## config.mk

```make
export PLATFORM = sky130hd
export DESIGN_NAME = vote_sequencer
export DESIGN_NICKNAME = d
export VERILOG_FILES = /design/src/rtl/vote_pkg.sv /design/src/rtl/vote_sequencer_majority_tally.sv /design/src/rtl/vote_sequencer.sv
export SDC_FILE = /design/constraint.sdc
export NUM_CORES = 1
export LEC_CHECK = 0
export ABC_AREA = 1
export BUFFER_PORTS_ARGS = -buffer_cell sky130_fd_sc_hd__buf_2
export CORE_MARGIN = 10
export CORE_UTILIZATION = 30
export DETAILED_ROUTE_END_ITERATION = 6
export PLACE_DENSITY_LB_ADDON = 0.08
export SLEW_MARGIN = 20
export SYNTH_ARGS = -nofsm -noshare
export SYNTH_HDL_FRONTEND = slang
export SYNTH_SLANG_ARGS = --single-unit
```

## constraint.sdc

```tcl
create_clock -name CLOCK_50 -period 2.9 [get_ports CLOCK_50]
set_input_delay 0.29 -clock CLOCK_50 [delete_from_list [all_inputs] [get_ports CLOCK_50]]
set_output_delay 0.29 -clock CLOCK_50 [all_outputs]
set_load 0.05 [all_outputs]
```

## src/rtl/vote_pkg.sv

```systemverilog
// Shared definitions for the vote sequencer: FSM state encoding and the
// majority threshold helper used by the tally and the sequencer.
package vote_pkg;

    // Round sequencing states. ST_ prefix keeps them apart from port names.
    typedef enum logic [1:0] {
        ST_IDLE   = 2'b00,
        ST_OPEN   = 2'b01,
        ST_TALLY  = 2'b10,
        ST_RESULT = 2'b11
    } vote_state_e;

    // Smallest count that forms a strict majority of n_voters (n_voters odd).
    function automatic int unsigned majority_threshold(input int unsigned n_voters);
        return (n_voters + 1) / 2;
    endfunction

endpackage

```

## src/rtl/vote_sequencer_majority_tally.sv

```systemverilog
// majority_tally: combinational popcount of a ballot vector masked by a
// valid vector. Produces yes/no counts and the majority decision.
module majority_tally
    import vote_pkg::*;
#(
    parameter int unsigned N_VOTERS = 3
) (
    input  logic [N_VOTERS-1:0]               ballot_i,
    input  logic [N_VOTERS-1:0]               valid_i,
    output logic [$clog2(N_VOTERS+1)-1:0]     yes_count_o,
    output logic [$clog2(N_VOTERS+1)-1:0]     no_count_o,
    output logic                              majority_o
);

    localparam int unsigned CNT_W = $clog2(N_VOTERS + 1);
    localparam logic [CNT_W-1:0] THRESH = CNT_W'(majority_threshold(N_VOTERS));

    logic [CNT_W-1:0] yes_v;
    logic [CNT_W-1:0] no_v;

    // Count valid yes and valid no ballots; invalid (missing) ballots count nowhere.
    always_comb begin
        yes_v = '0;
        no_v  = '0;
        for (int unsigned i = 0; i < N_VOTERS; i++) begin
            if (valid_i[i]) begin
                if (ballot_i[i]) yes_v = yes_v + CNT_W'(1);
                else             no_v  = no_v  + CNT_W'(1);
            end
        end
    end

    assign yes_count_o = yes_v;
    assign no_count_o  = no_v;
    assign majority_o  = (yes_v >= THRESH);

endmodule

```

## src/rtl/vote_sequencer.sv

```systemverilog
// vote_sequencer: runs one timed voting round. START opens a window,
// each voter's first ballot is latched, the window closes on all-voted or
// expiry, the majority is tallied and held on RESULT with RESULT_VALID
// pulsed for HOLD_CYCLES.
// Optional build macro VOTE_EARLY_DECIDE_EN: close the window as soon as
// the outcome is decided by the ballots latched so far.
module vote_sequencer
    import vote_pkg::*;
#(
    parameter int unsigned N_VOTERS      = 3,
    parameter int unsigned WINDOW_CYCLES = 16,
    parameter int unsigned HOLD_CYCLES   = 4
) (
    input  logic                CLOCK_50,
    input  logic                RESET,
    input  logic                START,
    input  logic [N_VOTERS-1:0] VOTE_STB,
    input  logic [N_VOTERS-1:0] VOTE_VAL,
    output logic                BUSY,
    output logic [N_VOTERS-1:0] VOTED,
    output logic                RESULT,
    output logic                RESULT_VALID,
    output logic                TIMEOUT
);

    localparam int unsigned CNT_W  = $clog2(N_VOTERS + 1);
    localparam int unsigned WIN_W  = $clog2(WINDOW_CYCLES + 1);
    localparam int unsigned HOLD_W = $clog2(HOLD_CYCLES + 1);

    localparam logic [WIN_W-1:0]  WIN_LOAD  = WIN_W'(WINDOW_CYCLES - 1);
    localparam logic [HOLD_W-1:0] HOLD_LOAD = HOLD_W'(HOLD_CYCLES - 1);
    localparam logic [CNT_W-1:0]  N_CNT     = CNT_W'(N_VOTERS);

    vote_state_e          state_q;
    logic [N_VOTERS-1:0]  voted_q;
    logic [N_VOTERS-1:0]  ballots_q;
    logic [WIN_W-1:0]     win_q;
    logic [HOLD_W-1:0]    hold_q;
    logic                 busy_q;
    logic                 result_q;
    logic                 valid_q;
    logic                 timeout_q;

    logic [N_VOTERS-1:0]  accept;
    logic [N_VOTERS-1:0]  voted_d;
    logic [N_VOTERS-1:0]  ballots_d;
    logic [CNT_W-1:0]     yes_count;
    logic [CNT_W-1:0]     no_count;
    logic                 majority;
    logic                 all_voted;

    // Accept first strobes only while OPEN; next-state ballot/voted vectors.
    always_comb begin
        accept    = (state_q == ST_OPEN) ? (VOTE_STB & ~voted_q) : '0;
        voted_d   = voted_q | accept;
        ballots_d = (ballots_q & ~accept) | (VOTE_VAL & accept);
    end

    // Tally on the next-state vectors so this cycle's ballots are seen at
    // once; outside OPEN these equal the registered ballots.
    majority_tally #(
        .N_VOTERS (N_VOTERS)
    ) u_tally (
        .ballot_i    (ballots_d),
        .valid_i     (voted_d),
        .yes_count_o (yes_count),
        .no_count_o  (no_count),
        .majority_o  (majority)
    );

    // Every voter has a ballot exactly when the yes and no counts cover all voters.
    assign all_voted = ((yes_count + no_count) == N_CNT);

`ifdef VOTE_EARLY_DECIDE_EN
    logic decided;
    // Outcome is fixed once either side reaches the majority threshold.
    assign decided = (yes_count >= CNT_W'(majority_threshold(N_VOTERS))) ||
                     (no_count  >= CNT_W'(majority_threshold(N_VOTERS)));
`endif

    // Round sequencer with registered outputs.
    always_ff @(posedge CLOCK_50) begin
        if (RESET) begin
            state_q   <= ST_IDLE;
            voted_q   <= '0;
            ballots_q <= '0;
            win_q     <= '0;
            hold_q    <= '0;
            busy_q    <= 1'b0;
            result_q  <= 1'b0;
            valid_q   <= 1'b0;
            timeout_q <= 1'b0;
        end else begin
            case (state_q)
                ST_IDLE: begin
                    if (START) begin
                        state_q   <= ST_OPEN;
                        busy_q    <= 1'b1;
                        voted_q   <= '0;
                        ballots_q <= '0;
                        timeout_q <= 1'b0;
                        win_q     <= WIN_LOAD;
                    end
                end
                ST_OPEN: begin
                    voted_q   <= voted_d;
                    ballots_q <= ballots_d;
                    if (all_voted) begin
                        state_q <= ST_TALLY;
`ifdef VOTE_EARLY_DECIDE_EN
                    end else if (decided) begin
                        state_q <= ST_TALLY;
`endif
                    end else if (win_q == '0) begin
                        state_q   <= ST_TALLY;
                        timeout_q <= 1'b1;
                    end else begin
                        win_q <= win_q - WIN_W'(1);
                    end
                end
                ST_TALLY: begin
                    result_q <= majority;
                    valid_q  <= 1'b1;
                    hold_q   <= HOLD_LOAD;
                    state_q  <= ST_RESULT;
                end
                ST_RESULT: begin
                    if (hold_q == '0) begin
                        valid_q <= 1'b0;
                        busy_q  <= 1'b0;
                        state_q <= ST_IDLE;
                    end else begin
                        hold_q <= hold_q - HOLD_W'(1);
                    end
                end
                default: begin
                    state_q <= ST_IDLE;
                    busy_q  <= 1'b0;
                    valid_q <= 1'b0;
                end
            endcase
        end
    end

    assign BUSY         = busy_q;
    assign VOTED        = voted_q;
    assign RESULT       = result_q;
    assign RESULT_VALID = valid_q;
    assign TIMEOUT      = timeout_q;

endmodule

```

==> qor.csv <==
metric;value;unit
worst skew pair latency;0.26;ns
Port-buffer cells;15;
Worst Tran Pin Value;0.314;ns
number of diodes;0;
Initial Utilization;30.7;%
most frequent CP cell;inv_2;
post-synthesis sequential area ratio;28.0;%
CTS buffer count;3;
kind of critical path;reg -> reg;
max-slew violation count;0;
Finished Layout Cells;301;
r2r startpoint;state_q[1];
via/cell ratio;4.40;
Distinct cells, synth;28;
die height;89.0;um
worst path required time;3.06;ns
CP Max Fanout;6;
Max clock buf depth;2;
drt initial violations;46;
die width;89.0;um
Avg Inst Size Synth;6.78;sq um
GRT Util Overall;8.99;%
pin count of the biggest net entering global routing;13;
Overflow after GRT;0;
CP top delay family;simple AND/OR/NAND/NOR gates;
hold-fix buffer count after cts;0;
Crit path arrival time;3.05;ns
Layout area overhead;31.3;%
Yosys reg bits;20;
routability cong.;0.778;
filler instances;506;
CP max stage delay;0.33;ns
Crit path depth;26;
first-pass GRT wire length;5680;um
final core utilization;40.3;%
Post-DP HPWL;2730;um
Setup Viol. Count Final;0;
CP Capture Type;register;
clk_skew;0.00368;ns
Comb power frac;58.6;%
reg2reg setup slack;0.02;ns
Initial DRT Pass Iterations;4;
pwr dens;894;nW/um^2
Avg WL per Cell;11.2;um
Post-Syn Instances;211;
DIE AREA;7930;sq um
VDD IR max;0.375;mV
Worst slew margin;79.0;%
R2R Path End;win_q[1];
Post-DRT Antenna Nets;0;
Yosys Warn Count;0;
Seq pwr share;24.7;%
Mapped Area;1430;sq um
initial antenna violation count;0;
total number of vias;1324;
WL final;3360;um
register area;405;sq um
met2 usage;15.5;%
Fin Setup TNS;0;ns
RSZ-0062 raised after global routing;yes;
final net count;268;
status;finished clean;
GR peak layer;met2;
maxcap violations;0;
worst setup path endpoint;win_q[1];
Setup crit start;state_q[1];
Hold WC Path Type;in -> reg;
met1 Use GR;10.9;%
Critical path buffers and inverters;7;
internal power;0.919;mW
Core Area;4660;sq um
DRC Markers;0;
clock power share;16.7;%
part of the cycle the worst path needs;99.4;%
Worst setup SP type;register;
Max Clk Rate;347;MHz
Worst-path clk slew;0.08;ns
met3 GRT Util;1.73;%
vias in the first global route;1272;
share of cells above drive strength 1;36.0;%
Final min period;2.88;ns
clk root buf;clkbuf_8;
multi-input gate area in the final layout;960;sq um
count of endpoints failing hold in the final timing report;0;
FP Rows;25;
Sw Ratio;45.2;%
P_leak;0.892;nW
crit path max-delay cell type;dfxtp_2;
final total power;1.68;mW
I/O pin count;16;
worst hold margin;0.370;ns
Syn Nets;231;
Psw;0.759;mW
worst r2r path cells;26;
CTS H-tree depth;1;
Inst Count DP;290;
CTS tree;built;
Clock Sink Count;20;
-- cell usage after synthesis, drive strengths merged --
| cell | n | area [sq um] |
|---|---|---|
| nand2 | 60 | 273 |
| inv | 38 | 145 |
| dfxtp | 20 | 400 |
| nand3 | 20 | 123 |
| nor2 | 20 | 77.6 |
| a21oi | 16 | 95.1 |
| ha | 11 | 138 |
| nand4 | 6 | 37.5 |
| o21ai | 5 | 25.0 |
| or2 | 4 | 27.5 |
| a211oi | 3 | 22.5 |
| buf | 2 | 22.5 |
| a221oi | 1 | 8.76 |
| a31oi | 1 | 6.26 |
| clkbuf | 1 | 3.75 |
| o211ai | 1 | 7.51 |
| xnor2 | 1 | 8.76 |
| xor2 | 1 | 8.76 |
-- routing by layer --
metal	routed length, um	part of all wire (%)	vias to the layer above
met1	1590	47	575
met3	65	1.9	4
li1	-	-	740
met2	1670	50	5
met5	0	0	-
met4	37	1.1	0
-- power groups by stage --
stage               combinational (mW)  clock (mW)  sequential, mW
floorplan                        0.621           0           0.489
global placement                 0.919           0           0.420
detailed placement               0.914           0           0.416
CTS                              0.957       0.291           0.414
global route                      1.11       0.302           0.428
finish                           0.984       0.281           0.414
-- area by class of cell --
class | instances | area share [%]
flip-flops and latches | 20 | 21.6
well taps | 54 | 3.60
multi-input cells | 150 | 51.1
inverters | 38 | 7.73
repair buffers | 35 | 12.2
clock inverters | 1 | 1.60
clock buffers | 3 | 2.20
-- per-stage QoR --
stage,setup slack (ns),area [sq um]
finish,0.0164,1880
detailed placement,-0.154,1650
global route,-0.243,1880
global placement,-0.166,1650
floorplan,0.00209,1440
CTS,0.000618,1800
-- worst min path at each step --
stage,start,end,depth (start not counted),slack [ns]
floorplan,RESET,VOTED[2],1,0.37
global placement,hold_q[0],hold_q[0],1,0.46
detailed placement,hold_q[0],hold_q[0],1,0.45
CTS,RESET,win_q[2],2,0.37
global route,RESET,win_q[2],2,0.39
finish,RESET,win_q[2],2,0.37
-- timing repair --
| action | 4_1_cts | 5_1_grt |
|---|---|---|
| buffers inserted | 5 | 2 |
| gates resized for setup | 9 | 16 |
| pin swaps | 10 | 17 |
| endpoints found under the setup margin | 8 | 8 |
-- state kept, by name, indices dropped and copies added (netlist names) --
name          cells
win_q             5
VOTED             3
ballots_q         3
hold_q            3
state_q           2
BUSY              1
RESULT            1
RESULT_VALID      1
TIMEOUT           1
-- logic make-up (layout without fill, tap and decap cells) --
group | Yosys count | in the layout | share of synthesized area, %
buffers and inverters | 41 | 77 | 12.0
AND/OR/NAND/NOR | 110 | 110 | 37.6
adder cells (fa/ha/maj) | 11 | 11 | 9.62
AO/OA/AOI/OAI | 27 | 27 | 11.5
flip-flops | 20 | 20 | 28.0
XOR/XNOR | 2 | 2 | 1.23
-- cells in the final DEF (no fill, tap or decap), types with 2 or more instances in the layout --
| cell type | instances |
|---|---|
| buf_4 | 19 |
| nand3_2 | 5 |
| o21ai_0 | 3 |
| nand3_4 | 3 |
| inv_2 | 7 |
| clkbuf_8 | 3 |
| dfxtp_2 | 4 |
| buf_2 | 15 |
| nand2_1 | 43 |
| nor2_1 | 18 |
| nand4_1 | 6 |
| nand3_1 | 12 |
| ha_4 | 2 |
| nor2_2 | 2 |
| ha_1 | 8 |
| a21oi_1 | 12 |
| a21oi_2 | 4 |
| or2_2 | 2 |
| a211oi_1 | 3 |
| nand2_2 | 12 |
| nand2_4 | 5 |
| dfxtp_1 | 16 |
| inv_1 | 30 |
Power figures use the tool's default switching activity.
